## src/rtl/mux8_rr_arbiter.sv

```systemverilog
// Round-robin arbiter/sequencer sharing one registered WIDTH-bit output among 8 requesters.
// Optional multi-beat grants are enabled by defining RR_ARB_BURST_EN.
module mux8_rr_arbiter #(
    parameter int WIDTH  = 4,
    parameter int SWIDTH = 3,
    parameter int BURST  = 4
) (
    input  logic              clk,
    input  logic              rst_n,
    input  logic [7:0]        req,
    input  logic [WIDTH-1:0]  i0,
    input  logic [WIDTH-1:0]  i1,
    input  logic [WIDTH-1:0]  i2,
    input  logic [WIDTH-1:0]  i3,
    input  logic [WIDTH-1:0]  i4,
    input  logic [WIDTH-1:0]  i5,
    input  logic [WIDTH-1:0]  i6,
    input  logic [WIDTH-1:0]  i7,
    input  logic              o_ready,
    output logic [WIDTH-1:0]  o,
    output logic              o_valid,
    output logic [SWIDTH-1:0] sel,
    output logic [7:0]        gnt,
    output logic              busy
);

    localparam int NREQ = 8;

    typedef enum logic {
        IDLE  = 1'b0,
        GRANT = 1'b1
    } state_t;

    state_t              state_r, state_s;
    logic [SWIDTH-1:0]   ptr_r, ptr_s;
    logic [WIDTH-1:0]    o_r, o_s;
    logic                o_valid_r, o_valid_s;
    logic [SWIDTH-1:0]   sel_r, sel_s;
    logic [NREQ-1:0]     gnt_r, gnt_s;
    logic                busy_r;
    logic [3:0]          beat_r, beat_s;

    logic [WIDTH-1:0]    din_s [NREQ];
    logic [SWIDTH:0]     pick_idle_s;
    logic [SWIDTH:0]     pick_next_s;
    logic [SWIDTH-1:0]   ptr_next_s;
    logic                burst_en_s;
    logic                burst_keep_s;

    // First set bit of r searching p, p+1, ... with wrap; result is {found, index}.
    function automatic logic [SWIDTH:0] rr_pick(input logic [NREQ-1:0] r,
                                                 input logic [SWIDTH-1:0] p);
        logic              found;
        logic [SWIDTH-1:0] win;
        logic [SWIDTH-1:0] idx;
        found = 1'b0;
        win   = '0;
        for (int j = 0; j < NREQ; j++) begin
            idx = p + SWIDTH'(j);
            if (!found && r[idx]) begin
                found = 1'b1;
                win   = idx;
            end
        end
        return {found, win};
    endfunction

    assign din_s[0] = i0;
    assign din_s[1] = i1;
    assign din_s[2] = i2;
    assign din_s[3] = i3;
    assign din_s[4] = i4;
    assign din_s[5] = i5;
    assign din_s[6] = i6;
    assign din_s[7] = i7;

`ifdef RR_ARB_BURST_EN
    assign burst_en_s = 1'b1;
`else
    assign burst_en_s = 1'b0;
`endif

    // The just-served channel is masked so a lone requester yields a one-cycle gap.
    assign ptr_next_s   = sel_r + SWIDTH'(1);
    assign pick_idle_s  = rr_pick(req, ptr_r);
    assign pick_next_s  = rr_pick(req & ~gnt_r, ptr_next_s);
    assign burst_keep_s = burst_en_s && req[sel_r] &&
                          (({1'b0, beat_r} + 5'd1) < 5'(BURST));

    // Next-state and next-output decode for the IDLE/GRANT sequencer.
    always_comb begin
        state_s   = state_r;
        ptr_s     = ptr_r;
        o_s       = o_r;
        o_valid_s = o_valid_r;
        sel_s     = sel_r;
        gnt_s     = gnt_r;
        beat_s    = beat_r;
        case (state_r)
            IDLE: begin
                if (pick_idle_s[SWIDTH]) begin
                    sel_s     = pick_idle_s[SWIDTH-1:0];
                    gnt_s     = NREQ'(1) << pick_idle_s[SWIDTH-1:0];
                    o_s       = din_s[pick_idle_s[SWIDTH-1:0]];
                    o_valid_s = 1'b1;
                    beat_s    = 4'd0;
                    state_s   = GRANT;
                end else begin
                    state_s   = IDLE;
                end
            end
            GRANT: begin
                if (!o_ready) begin
                    state_s = GRANT;
                end else if (burst_keep_s) begin
                    o_s    = din_s[sel_r];
                    beat_s = beat_r + 4'd1;
                end else begin
                    ptr_s = ptr_next_s;
                    if (pick_next_s[SWIDTH]) begin
                        sel_s  = pick_next_s[SWIDTH-1:0];
                        gnt_s  = NREQ'(1) << pick_next_s[SWIDTH-1:0];
                        o_s    = din_s[pick_next_s[SWIDTH-1:0]];
                        beat_s = 4'd0;
                    end else begin
                        o_valid_s = 1'b0;
                        gnt_s     = '0;
                        state_s   = IDLE;
                    end
                end
            end
            default: begin
                state_s   = IDLE;
                o_valid_s = 1'b0;
                gnt_s     = '0;
            end
        endcase
    end

    // State and output registers; reset drops any word in flight.
    always_ff @(posedge clk) begin
        if (!rst_n) begin
            state_r   <= IDLE;
            ptr_r     <= '0;
            o_r       <= '0;
            o_valid_r <= 1'b0;
            sel_r     <= '0;
            gnt_r     <= '0;
            busy_r    <= 1'b0;
            beat_r    <= 4'd0;
        end else begin
            state_r   <= state_s;
            ptr_r     <= ptr_s;
            o_r       <= o_s;
            o_valid_r <= o_valid_s;
            sel_r     <= sel_s;
            gnt_r     <= gnt_s;
            busy_r    <= (state_s == GRANT);
            beat_r    <= beat_s;
        end
    end

    assign o       = o_r;
    assign o_valid = o_valid_r;
    assign sel     = sel_r;
    assign gnt     = gnt_r;
    assign busy    = busy_r;

endmodule

```

## config.mk

```make
export PLATFORM = sky130hd
export DESIGN_NAME = mux8_rr_arbiter
export DESIGN_NICKNAME = d
export VERILOG_FILES = /design/src/rtl/mux8_rr_arbiter.sv
export SDC_FILE = /design/constraint.sdc
export NUM_CORES = 1
export LEC_CHECK = 0
export ABC_AREA = 1
export ABC_CLOCK_PERIOD_IN_PS = 8400
export CAP_MARGIN = 20
export CORE_MARGIN = 10
export CORE_UTILIZATION = 58
export DETAILED_ROUTE_END_ITERATION = 12
export GPL_TIMING_DRIVEN = 0
export PLACE_DENSITY = 0.87
export SYNTH_ARGS = -nofsm -noshare
export SYNTH_HDL_FRONTEND = slang
export SYNTH_SLANG_ARGS = --single-unit
```

## constraint.sdc

```tcl
create_clock -name clk -period 8.4 [get_ports clk]
set_clock_uncertainty 0.2 [all_clocks]
set_input_delay 1.68 -clock clk [delete_from_list [all_inputs] [get_ports clk]]
set_output_delay 1.68 -clock clk [all_outputs]
set_load 0.03 [all_outputs]
```

==> metrics.csv <==
metric;value;unit
run status;finished, final reports clean;
clock slew at reported path FFs;0.07;ns
met1 GRT Util;28.57;%
Antenna Cells;0;
Clock Latency Late Sink;0.27;ns
cts hold-fix bufs;0;
core area;5172;sq um
Pleak;1.899;nW
Maximum Capacitance Violations;0;
Peak VDD IR;0.3247;mV
GPL Wtd Cong;0.9485;
switching share of power;62.12;%
highest-count cells in the layout ignoring fill and taps;nand2_1, nand3_1, clkdlybuf4s50_1, nor2_1, inv_1;
first-pass GRT wire length;17380;um
global route hottest layer;met2;
number of antenna violations at the first check in global routing;0;
final setup TNS;0;ns
DRT Pass-1 Iters;5;
Routed Antenna Nets;0;
syn_nets;618;
post-synthesis register bit count;20;
Top Family by Delay on Critical Path;simple AND/OR/NAND/NOR gates;
CP peak stage delay;0.58;ns
Synth Cell Area;3129;sq um
yosys warns;0;
layout cells sized above 1;11.83;%
total number of vias;4066;
TritonCTS buffer count;3;
GR Util met3;4.157;%
WP data arrival;4.37;ns
RSZ-0062 raised after global routing;false;
CTS root buf;clkbuf_8;
Die Area;8733;sq um
drt first-iter violations;306;
Final Worst Setup Slack;3.985;ns
M2 GR Usage;38.57;%
critical path cell sequence;clkdlybuf4s50_1 > nand3_1 > nand3_1 > nand3_1 > nand2_1 > nor2_1 > nand2_1 > nand2_1 > nor3_1 > nand3_1 > nand2_1 > nand3_1 > inv_1 > nand2_1 > nor2_1 > nor2_1 > nor2_1 > nor2_1;
crit path max fanout;6;
Setup Fix Bufs, Post-CTS;0;
fmax;226.5;MHz
Syn-to-layout area delta;22.99;%
largest net degree at the start of global routing;11;
flop-to-flop setup slack;4.71;ns
Starting Density;60.50;%
Bufs and invs on worst path;2;
endpoints failing hold;0;
GRT Residual Overflow;0;
pre-CTS setup slack;3.794;ns
pwr/cell area;410.4;nW/um^2
Least-Margin Pin Slew;0.5222;ns
Final period util;52.56;%
htree depth;1;
drc violations;0;
DIE WIDTH;93.45;um
CP required;8.36;ns
clk sinks;20;
Crit. End Element;flip-flop;
register area share after synthesis;12.79;%
post-DR vias/cell;5.776;
CP Class;input port to flip-flop;
CTS tree;built;
fin. max-slew vios;0;
# setup viols final;0;
register share of total power;9.2;%
wire per inst;14.89;um
clock share of power;4.2;%
Syn Area/Cell;5.471;sq um
DP Wirelength;8304;um
Worst Hold Margin;0.3058;ns
Hold Path Class;flip-flop to flip-flop;
commonest non-fill, non-tap cell in the layout;nand2_1;
CTS resizes;0;
CTS Buffer Depth;2;
I/O Buffers;59;
Net Switching;0.9812;mW
vias in the first global route;3844;
combinational share of power;86.6;%
CP max stage cell;clkdlybuf4s50_1;
distinct cell type count after synthesis;40;
Int Power;0.5983;mW
gr usage total;23.33;%
fin util;74.41;%
Die Ht;93.45;um
row count;26;
cells after synthesis;572;
crit path time final;4.415;ns
Routed WL;10490;um
I/O Pins;60;
worst relative slew slack;65.15;%
critical path launch point type;input port;
Final nets;682;
[worst reg2reg max path, stage by stage, from the launching register on]
cell and delay [ns]:
dfxtp_1 0.33, buf_2 0.26, inv_2 0.14, ha_1 0.29, buf_2 0.17, inv_1 0.20
nand3_1 0.14, nand3_1 0.12, nand2_2 0.11, nor2_8 0.13, nand4_4 0.10, nor2_4 0.18
nand2_2 0.12, o21ai_2 0.17, o21bai_2 0.19, nand2_1 0.12, clkinv_1 0.13, nand2_1 0.08
nand3_1 0.06, nand2_1 0.06, nand2_1 0.05, nor2_1 0.17, nor2_1 0.06
[flip-flops by register name, indices dropped and copies added, names as in the netlist]
register  cells
o_valid       1
o             4
sel           3
gnt           8
ptr_r         3
busy          1
[cell type report]
class	count	area, sq um
buffer	20	150.1
clock buffer	3	41.29
fill	442	1324
inverter	47	181.4
multi-input combinational	485	2397
sequential	20	400.4
tap	70	87.58
timing repair buffer	59	590.6
[Yosys cell counts, drive strengths merged]
master	n	area, sq um
nand4	7	58.81
a21boi	1	7.510
nand2	248	973.4
nand3	100	568.1
a31oi	10	83.83
dfxtp	20	400.4
xnor2	3	33.79
clkinv	2	7.510
a21oi	18	90.09
inv	45	173.9
xor2	4	50.05
clkbuf	2	7.510
o21bai	2	18.77
nand3b	1	20.02
nor2	53	265.3
ha	3	37.54
o21ai	31	162.7
buf	18	142.6
a211oi	1	7.510
nor3	1	5.000
o211ai	2	15.01
[power by group through the flow]
stage | Clock (mW) | Sequential (mW) | Combinational, mW
2_1_floorplan | 0 | 0.187 | 0.950
3_3_place_gp | 0 | 0.146 | 1.30
3_5_place_dp | 0 | 0.146 | 1.32
4_1_cts | 0.0639 | 0.145 | 1.33
5_1_grt | 0.0687 | 0.148 | 1.51
6_report | 0.0660 | 0.145 | 1.37
[cell families (layout without fill, tap and decap cells)]
logic type,count (synthesis),after routing,synth area share (%)
flops,20,20,12.79
compound gates,65,65,12.32
xor+xnor,7,7,2.679
fa+ha+maj,3,3,1.200
buf+inv,67,129,10.60
simple gates,410,410,60.42
[per-layer routing]
metal  part of all wire (%)  vias to the layer above
li1                       -                     1997
met1                     41                     1803
met2                     46                      217
met3                    8.9                       49
met4                    4.0                        0
met5                      0                        -
[metrics by stage]
stage	instance area (sq um)	total power [mW]	std cells
after floorplan	3129	1.138	572
after global placement	3807	1.447	701
after detailed placement	3807	1.470	701
after CTS	3849	1.541	704
after global routing	3849	1.725	704
final	3849	1.580	704
[path summary, 6_finish.rpt]
kind	startpoint	end	cells after the start
min	o_valid$_SDFFE_PN0P_	o_valid$_SDFFE_PN0P_	2
max reg2reg	ptr_r[1]$_SDFFE_PN0P_	o[2]$_SDFFE_PN0P_	22
max	req[4]	o[3]$_SDFFE_PN0P_	18
min reg2reg	o_valid$_SDFFE_PN0P_	o_valid$_SDFFE_PN0P_	2
Power figures use the tool's default switching activity.
